$ cat src/rtl/wb_demux.sv
// wb_demux: registered 1-to-4 write-back demultiplexer. Each output channel
// is a one-entry valid/ready buffer, so a result source can hand a word to a
// consumer that is not ready yet. Flush empties every channel without
// touching the held data.

// One channel: a single holding register plus its valid bit.
module wb_demux_chan #(
  parameter int WIDTH = 32
) (
  input  logic             clk,
  input  logic             rst_n,
  input  logic             flush,
  input  logic             wr,
  input  logic [WIDTH-1:0] din,
  input  logic             rdy,
  output logic             vld,
  output logic [WIDTH-1:0] data
);

  // Flush beats refill, refill beats drain. A refill in the same cycle as a
  // drain keeps the entry full, which gives back-to-back 1 word/cycle.
  always_ff @(posedge clk or negedge rst_n) begin
    if (!rst_n) begin
      vld  <= 1'b0;
      data <= '0;
    end else if (flush) begin
      vld  <= 1'b0;
    end else if (wr) begin
      vld  <= 1'b1;
      data <= din;
    end else if (rdy) begin
      vld  <= 1'b0;
    end
  end

endmodule

module wb_demux #(
  parameter int WIDTH = 32
) (
  input  logic             CLK,
  input  logic             RST_n,
  input  logic             Flush,
  input  logic [1:0]       Select,
  input  logic [WIDTH-1:0] InData,
  input  logic             InValid,
  output logic             InReady,
  output logic [WIDTH-1:0] Data1,
  output logic [WIDTH-1:0] Data2,
  output logic [WIDTH-1:0] Data3,
  output logic [WIDTH-1:0] Data4,
  output logic             Valid1,
  output logic             Valid2,
  output logic             Valid3,
  output logic             Valid4,
  input  logic             Ready1,
  input  logic             Ready2,
  input  logic             Ready3,
  input  logic             Ready4,
  output logic             Busy
);

  localparam int NUM_LANES = 4;

  logic [NUM_LANES-1:0]            vld;
  logic [NUM_LANES-1:0]            rdy;
  logic [NUM_LANES-1:0]            wr;
  logic [NUM_LANES-1:0][WIDTH-1:0] data;
  logic                            acc;

  assign rdy = {Ready4, Ready3, Ready2, Ready1};

  // The addressed channel can take a word when it is empty or is being
  // drained this cycle; never depends on InValid.
  assign InReady = ~Flush & (~vld[Select] | rdy[Select]);
  assign acc     = InValid & InReady;
  assign Busy    = |vld;

  for (genvar i = 0; i < NUM_LANES; i++) begin : g_chan
    assign wr[i] = acc & (Select == 2'(i));

    wb_demux_chan #(.WIDTH(WIDTH)) u_chan (
      .clk   (CLK),
      .rst_n (RST_n),
      .flush (Flush),
      .wr    (wr[i]),
      .din   (InData),
      .rdy   (rdy[i]),
      .vld   (vld[i]),
      .data  (data[i])
    );
  end

  assign Data1  = data[0];
  assign Data2  = data[1];
  assign Data3  = data[2];
  assign Data4  = data[3];
  assign Valid1 = vld[0];
  assign Valid2 = vld[1];
  assign Valid3 = vld[2];
  assign Valid4 = vld[3];

endmodule
$ cat config.mk
export PLATFORM = sky130hd
export DESIGN_NAME = wb_demux
export DESIGN_NICKNAME = d
export VERILOG_FILES = /design/src/rtl/wb_demux.sv
export SDC_FILE = /design/constraint.sdc
export NUM_CORES = 1
export LEC_CHECK = 0
export BUFFER_PORTS_ARGS = -buffer_cell sky130_fd_sc_hd__buf_2
export CORE_MARGIN = 2
export CORE_UTILIZATION = 30
export DETAILED_ROUTE_END_ITERATION = 7
export PLACE_DENSITY = 0.56
export SLEW_MARGIN = 20
export SYNTH_ARGS = -nofsm -noshare
export SYNTH_HDL_FRONTEND = slang
export SYNTH_SLANG_ARGS = --single-unit
$ cat constraint.sdc
create_clock -name CLK -period 2.4 [get_ports CLK]
set_input_delay 0.48 -clock CLK [delete_from_list [all_inputs] [get_ports CLK]]
set_output_delay 0.48 -clock CLK [all_outputs]
set_load 0.02 [all_outputs]
=== Word level (Yosys, flattened, before mapping) ===
Index checks and enable logic that the tools add are counted.
Widths: inputs -> output; s select.

* Register bits: 132
* Input bits: 42
* Output and inout bits: 134
* Word-level logic and storage cells: 47

* Order comparisons: 1
* Equal/unequal tests: 3
* Mux-type cells: 16
* Bitwise gates (word level): 9
* Reduce and logical (&&, ||, !) cells: 10

{| class="wikitable"
|+ Operators by type and width
! cell !! count
|-
| $mux 1 || 14
|-
| $reduce_bool 3->1 || 4
|-
| $reduce_and 2->1 || 4
|-
| $and 1x1->1 || 6
|-
| $bmux 1 s2 || 2
|-
| $eq 2x2->1 const B || 2
|-
| $reduce_or 4->1 || 1
|-
| $lt 2x3->1 const B || 1
|-
| $eq 2x1->1 const B || 1
|-
| $logic_not 2->1 || 1
|-
| $not 1->1 || 2
|-
| $or 1x1->1 || 1
|}

=== Depth between registers and ports, before layout ===
Gate-level depths: netlist (run 1).

* Depth in word-level cells: 9
* Mapped depth: 5
* Mapped depth without buffers: 3

=== Modules after synthesis ===
Synthesis (run 1) repeated with hierarchy kept, for this count alone.

* Cells, all modules: 311
* Area total of the unflattened synthesis: 5715.5 µm²

{| class="wikitable"
|+ By module, submodules not included
! module !! times used !! cells an instance !! area an instance (µm²) !! sequential area each (µm²)
|-
| wb_demux_chan || 4 || 73 || 1398.8 || 825.8
|-
| wb_demux || 1 || 19 || 120.1 || 0.0
|}

=== Least setup slack after synthesis (run 1) ===
No wires, ideal clock.

* Path type: in2out
* Start: in Select[0]
* End: out InReady
* Data arrival time: 1.357 ns
* Data required time: 1.920 ns
* Path slack: 0.563 ns
* Cell stages on the path: 3
* Path through: and2b_1 a311o_1 a21oi_1

* Word-level cells in the longest chain between the ends: 5
* Elaborated cells on any way between the ends: 7
* Classes of those cells: mux: 4; bitwise: 3

{| class="wikitable"
|+ RTL lines
! what !! RTL line !! RTL
|-
| from (decl) || 44 || <nowiki>input logic [1:0] Select,</nowiki>
|-
| $bmux 1 s2 || 75 || <nowiki>assign InReady = ~Flush & (~vld[Select] | rdy[Select]);</nowiki>
|-
| $mux 1 (not written as such) || 75 ||
|-
| $not 1->1 || 75 ||
|-
| $or 1x1->1 (*) || 75 ||
|-
| $and 1x1->1 (*) || 75 ||
|-
| to (decl) || 47 || <nowiki>output logic InReady,</nowiki>
|}

Every way passes the cells marked *; elsewhere a longest branch is shown, timed or not. The select of a mux whose other input is x is not followed.

=== Final worst setup path (run 1) ===
* Start: reg g_chan[0].u_chan.vld
* End: out InReady

* Word-level cells in the longest chain between the ends: 5

{| class="wikitable"
|+ RTL lines
! what !! RTL line !! RTL
|-
| from (decl) || 16 || <nowiki>output logic vld,</nowiki>
|-
| from (signal assigned) || 24 || <nowiki>vld <= 1'b0;</nowiki>
|-
| from (signal assigned) || 27 || <nowiki>vld <= 1'b0;</nowiki>
|-
| from (signal assigned) || 29 || <nowiki>vld <= 1'b1;</nowiki>
|-
| $bmux 1 s2 || 75 ||
|-
| $mux 1 (not written as such) || 75 ||
|-
| $not 1->1 || 75 ||
|-
| $or 1x1->1 || 75 ||
|-
| $and 1x1->1 || 75 ||
|}

Every way passes these cells. The select of a mux whose other input is x is not followed.

==> results of run 1 <==
final cells by class:
type                            count  area (um^2)  share of cell area (%)
Sequential cell                   132         3303                   48.74
Multi-Input combinational cell    153         1610                   23.76
Timing Repair Buffer              184        983.4                   14.51
Clock buffer                       19        442.9                   6.535
Tap cell                          220        275.3                   4.061
Clock inverter                     13        158.9                   2.344
Inverter                            1        3.754                 0.05538
metal layers:
layer  track usage (%)  vias to the layer above  routed length (um)  part of all wire [%]
met3             5.211                       16                 736                   6.2
li1                  -                     1451                   -                     -
met2             23.66                       92                6284                    53
met4             5.376                        0                 180                   1.5
met1             15.68                     1662                4684                    39
met5                 0                        -                   0                     0
synthesized netlist by cell type:
master,instances,area [um^2]
dfrtp_1,132,3303
mux2_2,119,1340
buf_2,9,45.04
mux2_1,9,101.4
a21oi_1,5,25.02
nand2b_1,4,25.02
buf_6,3,33.78
nand2_1,3,11.26
nand3_1,3,15.01
a311o_1,1,10.01
and2b_1,1,7.510
and4_1,1,8.760
buf_4,1,7.510
inv_1,1,3.750
mux2i_1,1,10.01
nand3_2,1,10.01
nor2_1,1,3.750
nor2b_1,1,6.260
nor2b_2,1,8.760
nor4b_1,1,8.760
or4_1,1,7.510
power breakdown:
part	switching [W]	internal, W	leakage [nW]	total [W]
Sequential	0.000239	0.00271	1.59	0.00295
Combinational	0.00106	0.000717	1.39	0.00178
Clock	0.000946	0.00166	0.289	0.00260
Total	0.00225	0.00508	3.27	0.00733
critical path: stages, from the launching register on:
cell and delay (ns):
dfrtp_1 0.41, nor4b_1 0.16, a311o_1 0.31, a21oi_1 0.11, buf_2 0.17
worst paths after layout:
path / to / depth (start not counted) / slack, ns
min in group CLK: g_chan[3].u_chan.vld / 2 / 0.31
min: g_chan[2].u_chan.data[14] / 1 / 0.005
min reg2reg: g_chan[3].u_chan.data[3] / 1 / 0.48
max in group asynchronous: g_chan[0].u_chan.vld / 2 / 1.69
max reg2reg: g_chan[3].u_chan.data[4] / 4 / 0.89
max: InReady / 4 / 0.35
per-stage QoR:
step                worst slack, ns  util, %  instance area [um^2]  power (W)
floorplan                    0.5630        -                  4992   0.004032
global placement             0.4550    37.64                  6176   0.004750
detailed placement           0.4455    37.64                  6176   0.004803
CTS                          0.3107    41.31                  6778   0.007433
global route                 0.2484    41.31                  6778   0.007676
finish                       0.3507    41.31                  6778   0.007330
state kept, by name, summed over array words and instances (netlist names):
signal	flops
g_chan.u_chan.vld	4
g_chan.u_chan.data	128
cell families after synthesis:
| logic type | count (synthesis) | synth area share (%) |
|---|---|---|
| compound gates | 6 | 0.7017 |
| buf+inv | 14 | 1.804 |
| flops | 132 | 66.17 |
| mux | 129 | 29.07 |
| simple gates | 18 | 2.256 |
==> results.py, run 1 <==
metrics = {
    "run_status": {
        "run_status": "complete, no violations",
    },
    "final_layout": {
        "fin_cells": 722,
        "syn2layout_area_growth_pct": 35.76,
        "drive_gt1_share_pct": 67.53,
        "finalNetCount": 531,
        "final_common_cell": "buf_2",
        "fillCellCount": 1567,
        "final_cell_mix": "174 x buf_2, 132 x dfrtp_1, 119 x mux2_2",
        "antenna_cells": 0,
    },
    "timing": {
        "fmax_mhz": 488.0,
        "tightestPinTransition_ns": 0.4287,
        "period_share_pct": 85.39,
        "timing.final.hold_violations": 0,
        "setup_viol": 0,
        "rsz0062_at_grt": "false",
        "maxSlewHeadroom_pct": 71.42,
        "fin_skew_ns": 0.006407,
        "slew_viol_final": 0,
        "finalCriticalPeriod_ns": 2.049,
        "fin_tns_setup_ns": 0,
        "fin_hold_ws_ns": 0.005087,
    },
    "yosys": {
        "seq_area_frac_synth_pct": 66.17,
        "synth_area_mm2": 0.004992,
        "synth_cells": 299,
        "syn_avg_cell_area_um2": 16.70,
        "synth_warnings": 0,
        "ys_ff_latch": 132,
        "syn_nets": 341,
        "yosysUniqueCellTypes": 21,
    },
    "grt": {
        "first_global_vias": 3437,
        "grt.total_usage_pct": 13.83,
        "grt_pass1_wl_mm": 18.89,
        "antenna_found_initial": 0,
        "grt-ovfl-total": 0,
        "grt_start_max_net_pins": 69,
    },
    "drt": {
        "wl_per_cell_um": 16.46,
        "initialDrtViolationCount": 87,
        "viasPerCell": 4.461,
        "dr.pass1.iters": 3,
        "drt.antenna.violating_nets": 0,
        "dr_total_vias": 3221,
        "drcViolationCount": 0,
        "routed_wl_mm": 11.89,
    },
    "die": {
        "pin_count": 176,
        "core_mm2": 0.01641,
        "num_rows": 47,
        "initial_core_util_pct": 30.43,
        "dieArea_mm2": 0.01769,
        "die_w_um": 133,
        "dieHeight_um": 133,
    },
    "clocking": {
        "postCtsSetupBuffers": 0,
        "clk_path_buf_depth": 2,
        "cts.sinks": 132,
        "insertion_delay_ns": 0.41,
        "cts.repair.resized": 0,
        "ctsHoldBuffers": 0,
        "htree_levels": 4,
        "cts_buffers": 17,
        "cts_tree": "built",
        "cts.reportedPaths.clkPinSlew_ns": 0.05,
        "cts-root-buf": "clkbuf_16",
    },
    "placed_design": {
        "dpl.cell_count": 690,
        "gp_congestion": 0.7612,
        "dp_hpwl_mm": 8.546,
        "io_buffer_count": 175,
    },
    "critical_path": {
        "worstSetupEndpointType": "primary output",
        "crit_arrival_ns": 1.57,
        "worstSetupStartpoint": "g_chan[0].u_chan.vld",
        "critPathMaxFanout": 4,
        "r2r_start": "g_chan[3].u_chan.vld",
        "cp-start-kind": "flip-flop",
        "critical_path_class": "reg -> out",
        "critPathRequiredTime_ns": 1.92,
    },
    "power_and_ir_drop": {
        "leakagePower_nw": 3.270,
        "peakVddDrop_mv": 0.5140,
        "p_per_area_mw_per_mm2": 1081,
    },
    "flow_run": {
        "drv_cap": 0,
    },
    "min_path": {
        "hold_path_class": "in -> async",
    },
}
Power figures use the tool's default switching activity.
==> run 2, diff against run 1 <==
- CTS_BUF_LIST: default -> sky130_fd_sc_hd__clkbuf_4
==> run 2 against run 1 <==
Critical path type unchanged; clock-buffer cell count down 1; largest cell class unchanged; final cell count up 0.28%; sequential power is essentially flat; non-clock buffer count grew 1.
==> results.py, run 2 (synthesis gave the netlist of run 1 again) <==
metrics = {
    "final_layout": {
        "final_util_pct": 39.53,
        "largest_reg_flops": 128,
        "max_flop_register": "g_chan.u_chan.data",
        "reg_top3": "g_chan.u_chan.data x128, g_chan.u_chan.vld x4",
        "syn2layout_area_growth_pct": 29.92,
        "drive_gt1_share_pct": 67.40,
        "finalNetCount": 532,
        "final_common_cell": "buf_2",
        "regArea_mm2": 0.003303,
        "multiInputGateArea_mm2": 0.001610,
        "final_cell_mix": "174 x buf_2, 132 x dfrtp_1, 119 x mux2_2",
        "fillCellCount": 1614,
    },
    "power_and_ir_drop": {
        "leakagePower_nw": 3.141,
        "peakVddDrop_mv": 0.4108,
        "p_per_area_mw_per_mm2": 964.4,
    },
    "placed_design": {
        "io_buffer_count": 175,
        "gp_congestion": 0.7612,
        "dp_hpwl_mm": 8.546,
    },
    "timing": {
        "slew_viol_final": 0,
        "setup_viol": 0,
        "maxSlewHeadroom_pct": 71.49,
        "tightestPinTransition_ns": 0.4277,
        "fin_tns_setup_ns": 0,
        "fin_skew_ns": 0.01252,
        "fmax_mhz": 457.9,
        "rsz0062_at_grt": "false",
        "period_share_pct": 90.99,
        "timing.final.hold_violations": 0,
        "finalCriticalPeriod_ns": 2.184,
    },
    "drt": {
        "initialDrtViolationCount": 58,
        "wl_per_cell_um": 16.32,
        "wl_met3_um": 719,
        "dr_total_vias": 3263,
        "route.met2.wl_mm": 6.283,
        "drcViolationCount": 0,
        "viasPerCell": 4.507,
        "drt.antenna.violating_nets": 0,
        "dr.pass1.iters": 6,
        "wl_met1_mm": 4.620,
        "routed_wl_mm": 11.82,
        "top_layer_used": "met4",
    },
    "clocking": {
        "htree_levels": 4,
        "postCtsSetupBuffers": 0,
        "cts.sinks": 132,
        "cts.repair.resized": 0,
        "cts.reportedPaths.clkPinSlew_ns": 0.11,
        "clk_path_buf_depth": 2,
        "insertion_delay_ns": 0.53,
        "cts_tree": "built",
        "ctsHoldBuffers": 1,
        "cts-root-buf": "clkbuf_4",
        "cts_buffers": 17,
    },
    "grt": {
        "first_global_vias": 3456,
        "grt.total_usage_pct": 13.79,
        "antenna_found_initial": 1,
        "grt-ovfl-total": 0,
        "grt_pass1_wl_mm": 18.80,
        "grt_start_max_net_pins": 69,
    },
    "critical_path": {
        "critical_path_class": "reg -> out",
        "worstSetupEndpointType": "primary output",
        "crit_arrival_ns": 1.70,
        "critPathRequiredTime_ns": 1.92,
        "critPathMaxFanout": 4,
        "cp-start-kind": "flip-flop",
    },
    "die": {
        "die_w_um": 133,
        "pin_count": 176,
        "core_mm2": 0.01641,
        "num_rows": 47,
        "initial_core_util_pct": 30.43,
        "dieArea_mm2": 0.01769,
        "dieHeight_um": 133,
    },
    "min_path": {
        "hold_path_class": "in -> reg",
    },
    "flow_run": {
        "drv_cap": 0,
    },
    "run_status": {
        "run_status": "complete, no violations",
    },
}
## run 2: cell count changes in the layout (fill, tap and decap cells not counted)
cell / before / now
clkbuf_1: 1 / 0
clkbuf_16: 17 / 0
clkbuf_4: 0 / 18
clkbuf_8: 1 / 0
clkinv_1: 0 / 1
diode_2: 0 / 1
dlygate4sd3_1: 0 / 1
## run 2: worst max-delay path, cell delays in order (launching register included)
cell,delay [ns]
dfrtp_1,0.43
nor4b_1,0.16
a311o_1,0.31
a21oi_1,0.11
buf_2,0.17
## run 2: metrics by stage
stage               setup WS, ns  power [W]  area (um^2)  cells  hold WS [ns]
floorplan                 0.5630   0.004032         4992    299        0.1844
global placement          0.4550   0.004750         6176    690        0.4406
detailed placement        0.4455   0.004803         6176    690        0.4522
CTS                       0.1190   0.006369         6484    723       0.09836
global route             0.05609   0.006599         6486    724        0.1086
finish                    0.2161   0.006255         6486    724        0.1792
## run 2: area by class of cell
cell class | count | area share, %
sequential | 132 | 50.93
multi-input combinational | 153 | 24.83
timing repair buffer | 185 | 15.32
tap | 220 | 4.244
clock inverter | 14 | 2.508
clock buffer | 18 | 2.083
inverter | 1 | 0.05787
antenna | 1 | 0.03858
## run 2: power by group
group	switching, W	leakage [nW]	internal [W]
Clock	0.000808	0.155	0.000726
Sequential	0.000239	1.59	0.00270
Combinational	0.00106	1.40	0.000719
Total	0.00211	3.14	0.00414
## run 2: path summary, 6_finish.rpt
| kind | end | depth (start not counted) | start | slack, ns |
|---|---|---|---|---|
| max | InReady | 4 | g_chan[0].u_chan.vld | 0.22 |
| min | g_chan[3].u_chan.vld | 2 | Flush | 0.18 |
| max reg2reg | g_chan[3].u_chan.data[15] | 4 | g_chan[3].u_chan.vld | 0.87 |
| min reg2reg | g_chan[3].u_chan.data[11] | 1 | g_chan[3].u_chan.data[11] | 0.49 |
| max in group asynchronous | g_chan[3].u_chan.data[7] | 3 | RST_n | 1.25 |
| min in group asynchronous | g_chan[2].u_chan.data[14] | 2 | RST_n | 0.44 |
## run 2: routing by layer
layer | track usage [%] | up-vias
met2 | 23.55 | 94
met4 | 5.914 | 0
met3 | 5.134 | 18
li1 | - | 1452
met1 | 15.50 | 1699
met5 | 0 | -
==> run 3, diff against run 2 <==
- PLACE_DENSITY: 0.56 -> 0.55
- SYNTH_HIERARCHICAL: default -> 1
==> run 3 against run 2 <==
Via count hardly changed; synthesized cell count rose by 4.0%; clock-buffer cell count decreased by 1; sequential power rose by 2%; final area increased by 9.3%; sequential share of layout area is 4.3 points lower; wire length increased by 5.2%; largest power group unchanged.
==> results.py, run 3 <==
metrics = {
    "run_status": {
        "run_status": "complete, no violations",
    },
    "grt": {
        "antenna_found_initial": 1,
        "grt_start_max_net_pins": 73,
        "first_global_vias": 3508,
        "grt-ovfl-total": 0,
        "grt_pass1_wl_mm": 19.73,
        "grt.total_usage_pct": 12.84,
    },
    "clocking": {
        "cts_buffers": 17,
        "insertion_delay_ns": 0.54,
        "cts-root-buf": "clkbuf_4",
        "clk_path_buf_depth": 2,
        "cts.reportedPaths.clkPinSlew_ns": 0.15,
        "htree_levels": 4,
        "cts.sinks": 132,
        "cts.repair.resized": 0,
        "cts_tree": "built",
    },
    "final_layout": {
        "finalNetCount": 544,
        "final_cell_mix": "174 x buf_2, 132 x dfrtp_1, 120 x mux2_4",
        "syn2layout_area_growth_pct": 24.06,
        "reg_top3": "g_chan.u_chan/data x128, g_chan.u_chan/vld x4",
        "finish.instance_area_mm2": 0.007091,
        "final_common_cell": "buf_2",
        "largest_reg_flops": 128,
        "max_flop_register": "g_chan.u_chan/data",
        "drive_gt1_share_pct": 68.16,
    },
    "yosys": {
        "synthMostInstantiatedCell": "dfrtp_1",
        "synth_edf_count": 0,
        "synthMuxAreaShare_pct": 33.10,
        "yosys.area.top_type_share_pct": 57.79,
        "syn_avg_cell_area_um2": 18.38,
        "yosys.area.top_type": "dfrtp_1",
        "synth_top_family_by_area": "multiplexers",
        "syn_nets": 353,
        "synth-main-ff-cell": "dfrtp_1",
        "synth-compound-area-share_pct": 0.8319,
        "yosys.area_share.simple_pct": 2.824,
        "synth_xor_area_share_pct": 0,
        "synthTopCellsByCount": "132 x dfrtp_1, 120 x mux2_4, 12 x buf_12",
        "synthTopCellsByArea": "dfrtp_1 58%, mux2_4 32%, buf_12 4.2%",
        "yosys.area_share.adder_pct": 0,
        "synth_warnings": 6,
        "seq_area_frac_synth_pct": 57.79,
        "synth_cells": 311,
        "synth_area_mm2": 0.005715,
        "ys_ff_latch": 132,
        "synthArstFlopShare_pct": 100.0,
        "yosysUniqueCellTypes": 20,
    },
    "timing": {
        "finalCriticalPeriod_ns": 2.261,
        "period_share_pct": 94.22,
        "fin_skew_ns": 0.02015,
        "fin_tns_setup_ns": 0,
        "slew_viol_final": 0,
        "setup_viol": 0,
        "tightestPinTransition_ns": 0.3742,
        "maxSlewHeadroom_pct": 74.41,
        "rsz0062_at_grt": "false",
        "timing.final.hold_violations": 0,
        "fmax_mhz": 442.2,
    },
    "critical_path": {
        "crit_arrival_ns": 1.78,
        "worstSetupEndpointType": "primary output",
        "cp-start-kind": "flip-flop",
        "critical_path_class": "reg -> out",
        "critPathRequiredTime_ns": 1.92,
        "critPathMaxFanout": 5,
    },
    "die": {
        "initial_core_util_pct": 30.56,
        "dieHeight_um": 142.0,
        "dieArea_mm2": 0.02017,
        "die_w_um": 142.0,
        "pin_count": 176,
        "num_rows": 50,
        "core_mm2": 0.01871,
    },
    "power_and_ir_drop": {
        "p_comb_share_pct": 32.8,
        "swShare_pct": 36.00,
        "power_frac_seq_pct": 45.8,
        "p_int_w": 0.004206,
        "peakVddDrop_mv": 0.3537,
        "leakagePower_nw": 3.513,
        "p_clk_share_pct": 21.4,
        "power.switching_w": 0.002365,
        "p_per_area_mw_per_mm2": 926.7,
    },
    "drt": {
        "routed_wl_mm": 12.43,
        "wl_per_cell_um": 16.57,
        "dr_total_vias": 3260,
        "viasPerCell": 4.347,
        "initialDrtViolationCount": 103,
        "drt.antenna.violating_nets": 0,
        "dr.pass1.iters": 4,
        "drcViolationCount": 0,
    },
    "placed_design": {
        "io_buffer_count": 175,
        "placed_area_mm2": 0.006817,
        "dp_hpwl_mm": 8.904,
        "gp_congestion": 0.7359,
    },
    "min_path": {
        "hold_path_class": "in -> reg",
    },
    "flow_run": {
        "drv_cap": 0,
    },
}
[run 3: cell types whose count changed after synthesis, sizes merged, moves of 2 or more]
cell	change
nor2b	+3
buf	+3
o21ai	+2
or4bb	+2
nor3	+2
nand2	-3
nand3	-3
inv	+6
[run 3: worst paths after layout]
path                                            from  cells after the start                   endpoint  slack, ns
setup / recovery                g_chan[1].u_chan/vld                      4                    InReady       0.14
max in group asynchronous                      RST_n                      3  g_chan[1].u_chan/data[16]       1.55
setup reg to reg                g_chan[0].u_chan/vld                      5  g_chan[0].u_chan/data[31]       0.54
min in group asynchronous                      RST_n                      3  g_chan[3].u_chan/data[24]       0.47
hold / removal                            InData[17]                      2  g_chan[1].u_chan/data[17]       0.21
hold reg to reg            g_chan[1].u_chan/data[19]                      1  g_chan[1].u_chan/data[19]       0.52
[run 3: what timing repair did]
item,4_1_cts,5_1_grt
setup buffers,0,0
hold buffers,1,0
hold endpoints to repair,132,0
endpoints found under the setup margin,0,0
[run 3: metrics by stage]
stage	instances	total power (W)	hold WS [ns]	setup slack, ns	util, %
detailed placement	716	0.005231	0.4877	0.2070	36.44
global route	750	0.006974	0.1088	0.01382	37.91
CTS	749	0.006700	0.1294	0.05684	37.89
finish	750	0.006571	0.2082	0.1388	37.91
global placement	716	0.005193	0.4881	0.2301	36.44
floorplan	311	0.004423	0.1844	0.4160	-
[run 3: layout make-up]
cell class,count,area [um^2]
timing repair buffer,188,1104
clock inverter,15,133.9
clock buffer,17,127.6
inverter,7,26.28
antenna,1,2.502
multi-input combinational,156,2101
fill,1748,11610
tap,234,292.8
sequential,132,3303
[run 3: worst max-delay path, stage by stage (launching register included)]
cell,delay [ns]
dfrtp_1,0.45
or4bb_1,0.51
nand3_1,0.09
a311oi_1,0.05
buf_2,0.17
[run 3: kinds of logic (layout without fill, tap and decap cells)]
group	after synthesis	after routing
AOI/OAI and AO/OA	8	8
buffers and inverters	23	227
DFF	132	132
muxes	128	128
other	0	1
and+or+nand+nor	20	20
[run 3: per-layer routing]
metal  global-route usage [%]  share of wire (%)
met5                        0                  0
met4                    5.368                1.9
met3                    3.802                4.3
met2                    20.67                 50
met1                    16.13                 44
[run 3: power by group through the flow]
stage / logic (W) / clock network, W / registers (W)
finish: 0.00215 / 0.00140 / 0.00301
global route: 0.00228 / 0.00161 / 0.00309
CTS: 0.00219 / 0.00150 / 0.00302
detailed placement: 0.00218 / 0 / 0.00305
global placement: 0.00215 / 0 / 0.00304
floorplan: 0.000751 / 0 / 0.00367
